==> src/rtl/eth_pkg.sv <==
// Shared types and constants for the Ethernet TX arbiter.
// ETH_TX_ARB_WATCHDOG_EN adds the ABORT/DRAIN states used by the stall watchdog.
package eth_pkg;

  localparam int AXIS_DATA_W = 64;
  localparam int AXIS_KEEP_W = 8;

  localparam logic [AXIS_KEEP_W-1:0] ABORT_TKEEP = 8'h01;

`ifdef ETH_TX_ARB_WATCHDOG_EN
  typedef enum logic [2:0] {
    ST_IDLE,
    ST_GRANT0,
    ST_GRANT1,
    ST_ABORT,
    ST_DRAIN
  } arb_state_e;
`else
  typedef enum logic [1:0] {
    ST_IDLE,
    ST_GRANT0,
    ST_GRANT1
  } arb_state_e;
`endif

endpackage

==> src/rtl/eth_tx_wdog.sv <==
// Stall watchdog for the TX arbiter: counts owner-idle cycles while the MAC is ready,
// flags expiry after WDOG_CYCLES such cycles, and keeps a saturating abort count.
module eth_tx_wdog #(
  parameter int WDOG_CYCLES = 1024
) (
  input  logic        clk156,
  input  logic        eth_rst,
  input  logic        active,
  input  logic        src_valid,
  input  logic        dst_ready,
  output logic        expire,
  output logic [15:0] abort_cnt
);

  localparam int              CNT_W    = (WDOG_CYCLES > 2) ? $clog2(WDOG_CYCLES) : 1;
  localparam logic [CNT_W-1:0] CNT_LAST = CNT_W'(WDOG_CYCLES - 1);

  logic [CNT_W-1:0] stall_cnt;
  logic             stall;

  // MAC backpressure holds the count rather than advancing it
  assign stall  = active && !src_valid && dst_ready;
  assign expire = stall && (stall_cnt == CNT_LAST);

  always_ff @(posedge clk156 or posedge eth_rst) begin
    if (eth_rst) begin
      stall_cnt <= '0;
      abort_cnt <= '0;
    end else begin
      if (!active || src_valid)
        stall_cnt <= '0;
      else if (stall)
        stall_cnt <= stall_cnt + 1'b1;

      if (expire && (abort_cnt != 16'hFFFF))
        abort_cnt <= abort_cnt + 16'd1;
    end
  end

endmodule

==> src/rtl/eth_tx_arbiter.sv <==
// Packet-granular two-requester AXI-stream arbiter feeding a 10G MAC TX port.
// Build option ETH_TX_ARB_WATCHDOG_EN adds the stall watchdog (ABORT/DRAIN, abort_cnt).
//
// state  | meaning
// IDLE   | no owner; choose next requester, all outputs quiet
// GRANT0 | s0 owns m_axis until its accepted tlast
// GRANT1 | s1 owns m_axis until its accepted tlast
// ABORT  | owner stalled too long; present one error tlast beat to the MAC
// DRAIN  | swallow the stalled owner's remaining beats through its tlast
module eth_tx_arbiter
  import eth_pkg::*;
#(
  parameter int WDOG_CYCLES = 1024
) (
  input  logic                   clk156,
  input  logic                   eth_rst,

  input  logic                   s0_axis_tx_tvalid,
  output logic                   s0_axis_tx_tready,
  input  logic [AXIS_DATA_W-1:0] s0_axis_tx_tdata,
  input  logic [AXIS_KEEP_W-1:0] s0_axis_tx_tkeep,
  input  logic                   s0_axis_tx_tlast,
  input  logic                   s0_axis_tx_tuser,

  input  logic                   s1_axis_tx_tvalid,
  output logic                   s1_axis_tx_tready,
  input  logic [AXIS_DATA_W-1:0] s1_axis_tx_tdata,
  input  logic [AXIS_KEEP_W-1:0] s1_axis_tx_tkeep,
  input  logic                   s1_axis_tx_tlast,
  input  logic                   s1_axis_tx_tuser,

  output logic                   m_axis_tx_tvalid,
  input  logic                   m_axis_tx_tready,
  output logic [AXIS_DATA_W-1:0] m_axis_tx_tdata,
  output logic [AXIS_KEEP_W-1:0] m_axis_tx_tkeep,
  output logic                   m_axis_tx_tlast,
  output logic                   m_axis_tx_tuser,

  output logic [1:0]             grant,
  output logic [15:0]            abort_cnt
);

  arb_state_e state, state_nxt;
  logic       owner;       // 0 = s0, 1 = s1; valid while not IDLE
  logic       last_grant;

  if (WDOG_CYCLES < 2) begin : g_bad_wdog_cycles
    $error("eth_tx_arbiter: WDOG_CYCLES must be at least 2");
  end

`ifdef ETH_TX_ARB_WATCHDOG_EN
  logic owner_valid, owner_last, wdog_active, wdog_expire;

  assign owner_valid = owner ? s1_axis_tx_tvalid : s0_axis_tx_tvalid;
  assign owner_last  = owner ? s1_axis_tx_tlast  : s0_axis_tx_tlast;
  assign wdog_active = (state == ST_GRANT0) || (state == ST_GRANT1);

  eth_tx_wdog #(
    .WDOG_CYCLES(WDOG_CYCLES)
  ) u_wdog (
    .clk156   (clk156),
    .eth_rst  (eth_rst),
    .active   (wdog_active),
    .src_valid(owner_valid),
    .dst_ready(m_axis_tx_tready),
    .expire   (wdog_expire),
    .abort_cnt(abort_cnt)
  );
`else
  assign abort_cnt = '0;
`endif

  always_ff @(posedge clk156 or posedge eth_rst) begin
    if (eth_rst) begin
      state      <= ST_IDLE;
      owner      <= 1'b1;
      last_grant <= 1'b1;
    end else begin
      state <= state_nxt;
      if ((state == ST_IDLE) && (state_nxt != ST_IDLE))
        owner <= (state_nxt == ST_GRANT1);
      if ((state != ST_IDLE) && (state_nxt == ST_IDLE))
        last_grant <= owner;
    end
  end

  always_comb begin
    state_nxt         = state;
    grant             = 2'b00;
    s0_axis_tx_tready = 1'b0;
    s1_axis_tx_tready = 1'b0;
    m_axis_tx_tvalid  = 1'b0;
    m_axis_tx_tdata   = '0;
    m_axis_tx_tkeep   = '0;
    m_axis_tx_tlast   = 1'b0;
    m_axis_tx_tuser   = 1'b0;

    case (state)
      ST_IDLE: begin
        if (s0_axis_tx_tvalid && s1_axis_tx_tvalid)
          state_nxt = last_grant ? ST_GRANT0 : ST_GRANT1;
        else if (s0_axis_tx_tvalid)
          state_nxt = ST_GRANT0;
        else if (s1_axis_tx_tvalid)
          state_nxt = ST_GRANT1;
      end

      ST_GRANT0: begin
        grant             = 2'b01;
        m_axis_tx_tvalid  = s0_axis_tx_tvalid;
        m_axis_tx_tdata   = s0_axis_tx_tdata;
        m_axis_tx_tkeep   = s0_axis_tx_tkeep;
        m_axis_tx_tlast   = s0_axis_tx_tlast;
        m_axis_tx_tuser   = s0_axis_tx_tuser;
        s0_axis_tx_tready = m_axis_tx_tready;
        if (s0_axis_tx_tvalid && m_axis_tx_tready && s0_axis_tx_tlast)
          state_nxt = ST_IDLE;
`ifdef ETH_TX_ARB_WATCHDOG_EN
        else if (wdog_expire)
          state_nxt = ST_ABORT;
`endif
      end

      ST_GRANT1: begin
        grant             = 2'b10;
        m_axis_tx_tvalid  = s1_axis_tx_tvalid;
        m_axis_tx_tdata   = s1_axis_tx_tdata;
        m_axis_tx_tkeep   = s1_axis_tx_tkeep;
        m_axis_tx_tlast   = s1_axis_tx_tlast;
        m_axis_tx_tuser   = s1_axis_tx_tuser;
        s1_axis_tx_tready = m_axis_tx_tready;
        if (s1_axis_tx_tvalid && m_axis_tx_tready && s1_axis_tx_tlast)
          state_nxt = ST_IDLE;
`ifdef ETH_TX_ARB_WATCHDOG_EN
        else if (wdog_expire)
          state_nxt = ST_ABORT;
`endif
      end

`ifdef ETH_TX_ARB_WATCHDOG_EN
      // Error-marked terminating beat so the MAC discards the partial frame
      ST_ABORT: begin
        grant            = owner ? 2'b10 : 2'b01;
        m_axis_tx_tvalid = 1'b1;
        m_axis_tx_tkeep  = ABORT_TKEEP;
        m_axis_tx_tlast  = 1'b1;
        m_axis_tx_tuser  = 1'b1;
        if (m_axis_tx_tready)
          state_nxt = ST_DRAIN;
      end

      ST_DRAIN: begin
        grant             = owner ? 2'b10 : 2'b01;
        s0_axis_tx_tready = !owner;
        s1_axis_tx_tready = owner;
        if (owner_valid && owner_last)
          state_nxt = ST_IDLE;
      end
`endif

      default: state_nxt = ST_IDLE;
    endcase
  end

endmodule

==> config.mk <==
export PLATFORM = sky130hd
export DESIGN_NAME = eth_tx_arbiter
export DESIGN_NICKNAME = d
export VERILOG_FILES = /design/src/rtl/eth_pkg.sv /design/src/rtl/eth_tx_wdog.sv /design/src/rtl/eth_tx_arbiter.sv
export SDC_FILE = /design/constraint.sdc
export NUM_CORES = 1
export LEC_CHECK = 0
export ABC_AREA = 1
export CAP_MARGIN = 0
export CORE_AREA = 4 4 93 95
export CTS_BUF_LIST = sky130_fd_sc_hd__clkbuf_4 sky130_fd_sc_hd__clkbuf_8
export DETAILED_ROUTE_END_ITERATION = 10
export DIE_AREA = 0 0 97 99
export GPL_TIMING_DRIVEN = 0
export PLACE_DENSITY_LB_ADDON = 0.05
export SLEW_MARGIN = 10
export SYNTH_ARGS = -nofsm -noshare
export SYNTH_HDL_FRONTEND = slang
export SYNTH_SLANG_ARGS = --single-unit
==> constraint.sdc <==
create_clock -name clk156 -period 2.4 [get_ports clk156]
set_input_delay 0.48 -clock clk156 [delete_from_list [all_inputs] [get_ports clk156]]
set_output_delay 0.48 -clock clk156 [all_outputs]
set_load 0.005 [all_outputs]
After elaboration in Yosys (flattened, before gate mapping)
Cells that the tools add are included.
- word-level logic and storage cells: 32
- output and inout bits: 95
- register bits after elaboration: 4
- bits of input ports: 153
- equality and inequality tests: 3
- mux-type cells: 15
- reductions and logical operators: 11
- operators by type and width (cell ; number):
    $pmux W64 S2 ; 1
    $pmux W8 S2 ; 1
    $mux W2 ; 6
    $logic_and A1 B1 Y1 ; 7
    $pmux W1 S2 ; 3
    $pmux W2 S3 ; 1
    $eq A2 B2 Y1 const B ; 2
    $logic_not A2 Y1 ; 2
    $pmux W2 S2 ; 1
    $reduce_bool A2 Y1 ; 2
    $eq A2 B1 Y1 const B ; 1
    $mux W1 ; 2

Longest topological paths before layout
- word-level depth: 6
- mapped depth: 9
- depth with buffers taken out: 9

Worst setup path before layout
No wires, ideal clock.
- path type: register to output
- start point: reg state[0]
- end point: out m_axis_tx_tdata[25]
- slack: 0.581 ns
- arrival: 1.339 ns
- required time: 1.920 ns
- stages on the path, launching flop included: 7
- path buffers: 2
- path through: dfrtp_1 -> inv_1 -> ha_1 -> inv_1 -> buf_4 -> clkbuf_1 -> a21oi_1
- word-level cells in the longest chain between the ends: 2
- elaborated cells on any way between the ends: 3
- those cells by class: eq/ne (2); mux (1)
- RTL lines (element ; RTL line ; RTL):
    start, declared ; eth_tx_arbiter.sv:43 ; arb_state_e state, state_nxt;
    start signal, assigned ; eth_tx_arbiter.sv:79 ; state <= state_nxt;
    $eq A2 B2 Y1 or $eq A2 B1 Y1 (tied branches) ; eth_tx_arbiter.sv:98 ; case (state)
    $pmux W64 S2 (*) ; eth_tx_arbiter.sv:98 ;
    end, declared ; eth_tx_arbiter.sv:34 ; output logic [AXIS_DATA_W-1:0] m_axis_tx_tdata,
Every way passes the cells marked *; elsewhere a longest branch is shown, timed or not.

Worst setup path after layout
- start point: reg state[0]
- end point: out m_axis_tx_tdata[23]
Same word-level chain as after synthesis.

==> metrics.txt <==
Clock Latency Late Sink 210 ps; FF+latch count, synth 4; core area 7730 um^2; Yosys warnings 0; PortBufs 231; share of the synthesized area in the top cell type 0.384; critical path class flop to output pin; TritonCTS Sinks 4; Slew Viols, Final 0; setup tns final 0 ps; Inst Count DP 665; Final period util 0.948; Post-DP Area 4100 um^2; Root Buffer clkbuf_8; fin area 4190 um^2; clock buffer depth 2; Routed WL 9850 um; count leader, synth nand2_1; type of the worst min-delay path input pin to asynchronous set/reset pin; commonest register cell after synthesis dfstp_2; max-cap violations 0; Leak 2.11 nW; EDFF count, synth 0; CTS buffer count 3; crit path cell chain inv_2 -> ha_1 -> buf_4 -> buf_12 -> buf_6 -> nand2_1 -> a21oi_1 -> dlygate4sd2_1; hpwl dp 8320 um; CTS HTree Levels 1; TritonRoute pass-1 iters 4; met3 Use GR 0.0318; final net count 729; run status completed; first-pass GRT wire length 14700 um; crit-path max cell delay 430 ps; delay-heaviest family, CP buffers and inverters; RSZ-0062 raised after global routing no; Final Non-Filler Cells 672; Worst Path Max Fanout 10; sequential area share after synthesis 0.0641; vias per std cell 4.23; internal power 1.70 mW; vias 2842; crit path DAT 1800 ps; Crit-path slowest cell dfrtp_2; Area contributors post-synth nand2_1, a21oi_1, buf_4; cell count after synthesis 317; pwr/cell area 775 nW/um^2; Layout Utilization 0.543; Synth area leader nand2_1; initial antenna violation count 0; Crit path buffers/inverters 5; Power Total 3.25 mW; CP Launch Type flop; # hold bufs at CTS 0; Worst Slack Setup Final 124 ps; die height 99 um; min Tclk post-route 2280 ps; pre-CTS WS -140 ps; Die W 97 um; met1 Track Usage GR 0.210; n_diodes 0; layout cells sized above 1 0.104; Sw Share 0.478; CTS clk-pin slew, worst paths 30 ps; Reg power frac 0.045; Die ar. 9600 um^2; count of different cell masters after synthesis 15; Total GRT Usage 0.185; number of global-route vias before repair 2691; Setup violations, final 0; required time of the critical path 1920 ps; most frequent cells after synthesis nand2_1, a21oi_1, buf_4, inv_1, buf_2; WHS 440 ps; M2 GR Usage 0.370; Area Overhead vs Synth 162%; clock skew 4.28 ps; Final Hold Viols 0; worst vdd ir 509 uV; DRT antenna net count 0; Post-Syn Area per Cell 5.05 um^2; row cnt 32; 1st-iter DRT viols 65; CP endpoint kind output pin; GR peak layer met2; largest net degree at the start of global routing 11; remaining global-route overflow 0; I/O Pins 248; GPL Wtd Cong 0.896; Starting Density 0.207; clock power share 0.048; Sw Pwr 1.55 mW; DRC Markers 0; Max Clk Rate 439 MHz; DR WL/cell 14.7 um; logic gate share of total power 0.907; Post-synth ARST share 1.00; cell area after synthesis 1600 um^2; CTS tree built
layout make-up:
type | count | area, um^2
Timing Repair Buffer | 234 | 2290
Fill cell | 814 | 3530
Buffer | 42 | 375
Tap cell | 102 | 128
Sequential cell | 4 | 105
Inverter | 12 | 45.0
Clock buffer | 4 | 48.8
Multi-Input combinational cell | 274 | 1200
repair_timing:
| item | 4_1_cts | 5_1_grt |
|---|---|---|
| endpoints found under the setup margin | 77 | 10 |
| gates cloned | 1 | 0 |
| buffers inserted | 2 | 0 |
| endpoints found under the hold margin | 0 | 0 |
| gates resized for setup | 91 | 13 |
power by group through the flow:
stage / Combinational (mW) / Sequential (mW) / Clock, mW
3_5_place_dp: 3.06 / 0.152 / 0
2_1_floorplan: 1.49 / 0.142 / 0
6_report: 2.95 / 0.146 / 0.158
4_1_cts: 3.00 / 0.145 / 0.162
5_1_grt: 3.26 / 0.149 / 0.168
3_3_place_gp: 3.04 / 0.151 / 0
layer usage:
| metal | share of wire | wire (um) |
|---|---|---|
| met5 | 0 | 0 |
| met2 | 0.54 | 5290 |
| met4 | 0.0054 | 53 |
| met1 | 0.39 | 3830 |
| met3 | 0.068 | 669 |
flip-flops by register name, summed over array words and instances (netlist names):
signal and count:
last_grant 1, owner 1, state 2
placed cells by master, fill, tap and decap left out:
master,synthesis,routed
nand2_1,164,164
clkdlybuf4s50_1,0,154
a21oi_1,77,77
dlygate4sd2_1,0,67
buf_4,18,24
conb_1,1,16
inv_1,12,11
buf_6,10,10
dlymetal6s2s_1,0,9
nand3_1,8,8
ha_1,5,4
buf_8,0,3
buf_2,11,3
clkbuf_2,0,3
clkbuf_8,0,3
nand3_2,2,2
clkbuf_4,0,2
dfstp_2,2,2
dfrtp_2,0,2
a21oi_2,1,1
inv_2,0,1
nor2_1,1,1
buf_12,0,1
ha_2,0,1
bufbuf_16,0,1
worst paths after layout:
| kind | startpoint | to | slack [ps] | depth (start not counted) |
|---|---|---|---|---|
| min in group clk156 | last_grant | last_grant | 460 | 2 |
| max reg2reg | state[0] | last_grant | 1050 | 9 |
| max in group asynchronous | eth_rst | owner | 1740 | 2 |
| max | state[0] | m_axis_tx_tdata[23] | 120 | 8 |
| min reg2reg | last_grant | last_grant | 460 | 2 |
| min | eth_rst | state[1] | 440 | 2 |
worst reg2reg max path, cell delays in order, from the launching register on:
cell     delay, ps
dfrtp_2        390
inv_2           70
ha_1           190
buf_4          160
nand3_1        100
nand2_1         70
a21oi_2        130
nand2_1         60
nand2_1         50
nand2_1         40
kinds of logic after synthesis:
kind of cell    share of synthesized area
compound gates                      0.246
flops                              0.0641
fa+ha+maj                          0.0391
other cells                       0.00234
simple gates                        0.424
buf+inv                             0.224
No activity file was read; power rests on OpenSTA's default activity.
